<file path="src/rtl/piso_tx_pkg.sv">
// Shared definitions for the piso_tx serialiser: state encoding, default
// word length and the bit-counter width helper.
package piso_tx_pkg;

  typedef enum logic {
    IDLE  = 1'b0,
    SHIFT = 1'b1
  } state_t;

  localparam int DEFAULT_WIDTH = 4;

  // Counter must index 0..width-1; keep it at least one bit wide.
  function automatic int cnt_width(input int width);
    return (width <= 2) ? 1 : $clog2(width);
  endfunction

endpackage

</file>
<file path="src/rtl/piso_tx.sv">
// Parallel-in/serial-out transmitter: loads a word on a valid/ready
// handshake and shifts it out LSB first, one bit per clock, with a strobe.
module piso_tx
  import piso_tx_pkg::*;
#(
  parameter int WIDTH = DEFAULT_WIDTH
) (
  input  logic             clk,
  input  logic             clrb,
  input  logic             ld_valid,
  input  logic [WIDTH-1:0] ld_data,
  output logic             ld_ready,
  output logic             sdo,
  output logic             sdo_valid,
  output logic             busy,
  output logic             done
);

  localparam int            CW       = cnt_width(WIDTH);
  localparam logic [CW-1:0] LAST_CNT = CW'(WIDTH - 1);

  state_t           r_state;
  state_t           w_state_nxt;
  logic [WIDTH-1:0] r_sr;
  logic [WIDTH-1:0] w_sr_nxt;
  logic [CW-1:0]    r_cnt;
  logic [CW-1:0]    w_cnt_nxt;
  logic             r_rdy_en;
  logic             w_shift;
  logic             w_last;
  logic             w_accept;

  // Handshake: a word transfers on a rising edge where ld_valid and
  // ld_ready are both 1; ld_ready depends only on registered state, so the
  // source may wait on it, and ld_valid/ld_data are ignored while it is 0.
  assign w_shift   = (r_state == SHIFT);
  assign w_last    = w_shift && (r_cnt == LAST_CNT);
  assign ld_ready  = r_rdy_en && (!w_shift || w_last);
  assign w_accept  = ld_valid && ld_ready;

  assign sdo       = w_shift & r_sr[0];
  assign sdo_valid = w_shift;
  assign busy      = w_shift;
  assign done      = w_last;

  always_comb begin
    w_state_nxt = r_state;
    w_sr_nxt    = r_sr;
    w_cnt_nxt   = r_cnt;
    case (r_state)
      IDLE: begin
        if (w_accept) begin
          w_state_nxt = SHIFT;
          w_sr_nxt    = ld_data;
          w_cnt_nxt   = '0;
        end
      end
      SHIFT: begin
        w_sr_nxt  = {1'b0, r_sr[WIDTH-1:1]};
        w_cnt_nxt = r_cnt + 1'b1;
        // Reload in the last-bit cycle keeps the line busy with no gap.
        if (w_accept) begin
          w_sr_nxt  = ld_data;
          w_cnt_nxt = '0;
        end else if (w_last) begin
          w_state_nxt = IDLE;
          w_cnt_nxt   = '0;
        end
      end
      default: begin
        w_state_nxt = IDLE;
      end
    endcase
  end

  always_ff @(posedge clk or negedge clrb) begin
    if (!clrb) begin
      r_state  <= IDLE;
      r_sr     <= '0;
      r_cnt    <= '0;
      r_rdy_en <= 1'b0;
    end else begin
      r_state  <= w_state_nxt;
      r_sr     <= w_sr_nxt;
      r_cnt    <= w_cnt_nxt;
      r_rdy_en <= 1'b1;
    end
  end

endmodule

</file>
<file path="config.mk">
export PLATFORM = sky130hd
export DESIGN_NAME = piso_tx
export DESIGN_NICKNAME = d
export VERILOG_FILES = /design/src/rtl/piso_tx_pkg.sv /design/src/rtl/piso_tx.sv
export SDC_FILE = /design/constraint.sdc
export NUM_CORES = 1
export LEC_CHECK = 0
export CAP_MARGIN = 20
export CORE_AREA = 10 10 47 49
export CTS_CLUSTER_DIAMETER = 40
export DETAILED_ROUTE_END_ITERATION = 7
export DIE_AREA = 0 0 57 59
export HOLD_SLACK_MARGIN = 0.05
export PLACE_DENSITY = 0.69
export SLEW_MARGIN = 5
export SYNTH_ARGS = -nofsm -noshare
export SYNTH_HDL_FRONTEND = slang
export SYNTH_SLANG_ARGS = --single-unit
</file>
<file path="constraint.sdc">
create_clock -name clk -period 1.4 [get_ports clk]
set_input_delay 0.42 -clock clk [delete_from_list [all_inputs] [get_ports clk]]
set_output_delay 0.42 -clock clk [all_outputs]
set_load 0.01 [all_outputs]
</file>
==> qor.txt <==
H-tree depth = 1
period utilisation layout = 115%
Final Skew = 0.00514 ns
chip width = 57 um
synthesis warning total = 0
WP buf/inv = 1
Worst Path Arrival = 1.19 ns
RR Startpoint = r_cnt[0]
Clock Pin Slew Worst Setup and Hold Paths = 0.05 ns
Die ar. = 0.00336 mm^2
R2R Setup Slk = -0.13 ns
I/O pins = 12
max-slew violation count = 0
CTS tree = yes
vias in the first global route = 346
area grow syn2layout = 50.6%
unrepaired setup endpoints after global routing = yes
CP Class = flop to primary output
sequential-to-total area share from yosys stat = 46.0%
Hold Vio Cnt, Final = 0
Post-Syn Instances = 33
R2R cell count = 6
Yosys reg bits = 8
post-synth net total = 41
first-pass GRT wire length = 1.41 mm
worst min path class = input pin to async pin
layout cells sized above 1 = 60.7%
CP delay by family, top = flip-flops
hpwl dp = 633 um
Site Rows = 14
Ant. Diodes = 0
CP peak stage delay = 0.37 ns
via count = 302
Final Power = 0.00136 W
failing checks = negative setup slack
Pre-antenna DRT Iters = 4
status = complete, but fails checks
Layout Utilization = 46.8%
average wire per standard cell = 11.1 um
grt ovf = 0
CTS buffer count = 3
gpl congestion = 0.701
Critical Path RT = 0.98 ns
clk buf depth = 2
Cell variety after synth = 14
max cap viols = 0
core area = 0.00140 mm^2
Clock Latency Late Sink = 0.25 ns
# hold bufs at CTS = 0
Crit Path Max Fanout = 3
min Tclk post-route = 1.61 ns
chip height = 59 um
PnR worst setup slack = -0.208 ns
clock root buffer = clkbuf_4
DR iter-0 viols = 1
Final ANT Viol Nets = 0
reg2reg end = r_sr[1]
Remaining DRCs = 0
Fillers = 142
synthesized area per cell = 13.2 um^2
Worst Setup End Kind = primary output
final setup fails = 6
largest net degree at the start of global routing = 9
Max VDD drop = 0.832 mV
crit-path cells = ha_2 > nand2b_4 > and2_4 > buf_6
total global routing track utilization = 5.22%
total wire length = 797 um
PD cells = 2080 mW/mm^2
P_leak = 0.332 nW
post-synthesis cell area = 435 um^2
kind of start point of the critical path = flop
CP max-delay cell = dfrtp_1
vias per cell = 4.19
initial antenna violation count = 0
IO buf count = 11
Initial Utilization = 31.1%
Peak Freq = 0.622 GHz
CTS Sinks = 8
Nets = 66
pre-CTS WS = -0.404 ns
## worst reg2reg max path, stage by stage (launching register included)
cell and delay, ns:
dfrtp_1 0.37, ha_2 0.19, nand2b_4 0.14, buf_4 0.13, buf_6 0.10, and2b_4 0.19, mux2_4 0.30
## synthesized netlist by cell type
| cell | number | area share, % |
|---|---|---|
| ha_1 | 1 | 2.9 |
| nand2b_4 | 1 | 3.2 |
| buf_4 | 1 | 1.7 |
| nor2_1 | 2 | 1.7 |
| nand2_1 | 4 | 3.4 |
| and2b_2 | 1 | 2.0 |
| mux2i_1 | 1 | 2.3 |
| nand3b_1 | 1 | 1.7 |
| mux2_4 | 7 | 24 |
| conb_1 | 1 | 0.86 |
| and2_2 | 3 | 5.2 |
| buf_6 | 1 | 2.6 |
| and2b_4 | 1 | 2.3 |
| dfrtp_1 | 8 | 46 |
## metal layers
layer | up-vias | share of wire (%) | track usage (%)
li1 | 151 | - | -
met1 | 141 | 47 | 5.68
met2 | 10 | 44 | 8.06
met3 | 0 | 8.5 | 2.58
met4 | 0 | 0 | 3.02
met5 | - | 0 | 0
## worst max path at each step
| stage | to | start | cells after the start |
|---|---|---|---|
| finish | ld_ready | r_cnt[0] | 4 |
| global route | ld_ready | r_cnt[0] | 4 |
| CTS | ld_ready | r_cnt[1] | 4 |
| detailed placement | ld_ready | r_cnt[0] | 4 |
| global placement | ld_ready | r_cnt[0] | 4 |
| floorplan | ld_ready | r_cnt[0] | 3 |
## flip-flops by register name, indices dropped and copies added (netlist names)
| signal | count |
|---|---|
| r_sr | 4 |
| r_cnt | 2 |
| busy | 1 |
| r_rdy_en | 1 |
## through the flow
| step | hold slack [ns] | setup TNS (ns) | cell area (um^2) | std cells |
|---|---|---|---|---|
| 2_1_floorplan | 0.124 | 0 | 435 | 33 |
| 3_3_place_gp | 0.514 | -2.27 | 599 | 65 |
| 3_5_place_dp | 0.534 | -2.38 | 599 | 65 |
| 4_1_cts | 0.446 | -0.976 | 641 | 71 |
| 5_1_grt | 0.464 | -1.20 | 656 | 72 |
| 6_report | 0.443 | -0.854 | 656 | 72 |
## cell usage in the layout, fill, tap and decap left out
cell type	n
buf_6	4
ha_2	1
dfrtp_1	7
dfrtp_2	1
nand2b_4	1
buf_2	2
mux2_4	7
and2b_4	1
and2b_2	1
nor2_1	2
and2_2	1
and2_4	2
clkbuf_4	3
clkdlybuf4s50_1	6
nand2_1	4
mux2i_1	1
conb_1	1
buf_4	10
nand3b_1	1
## kinds of logic (layout without fill, tap and decap cells)
family / count (synthesis) / count (layout) / share of synthesized area, %
multiplexers: 8 / 8 / 26.4
adder cells (fa/ha/maj): 1 / 1 / 2.87
AND/OR/NAND/NOR: 13 / 13 / 19.5
other: 1 / 1 / 0.861
buffers and inverters: 2 / 25 / 4.31
flip-flops: 8 / 8 / 46.0
## timing repair
action | in CTS | in global routing
cloned | 0 | 0
gates resized for setup | 26 | 3
endpoints found under the setup margin | 9 | 7
buffers inserted | 3 | 2
pin swaps | 2 | 1
## where the power goes
part	leakage, nW	switching (W)	internal (W)
sequential	0.0990	0.0000520	0.000322
combinational	0.219	0.000269	0.000553
clock	0.0138	0.0000715	0.0000976
## final cells by class
cell class / count / area, um^2 / share of cell area, %
timing repair buffer: 22 / 190 / 29.0
tap: 16 / 20.0 / 3.05
clock buffer: 3 / 22.5 / 3.44
multi-input combinational: 23 / 221 / 33.8
sequential: 8 / 201 / 30.7
Note: power is estimated with default switching activity, not from simulation.
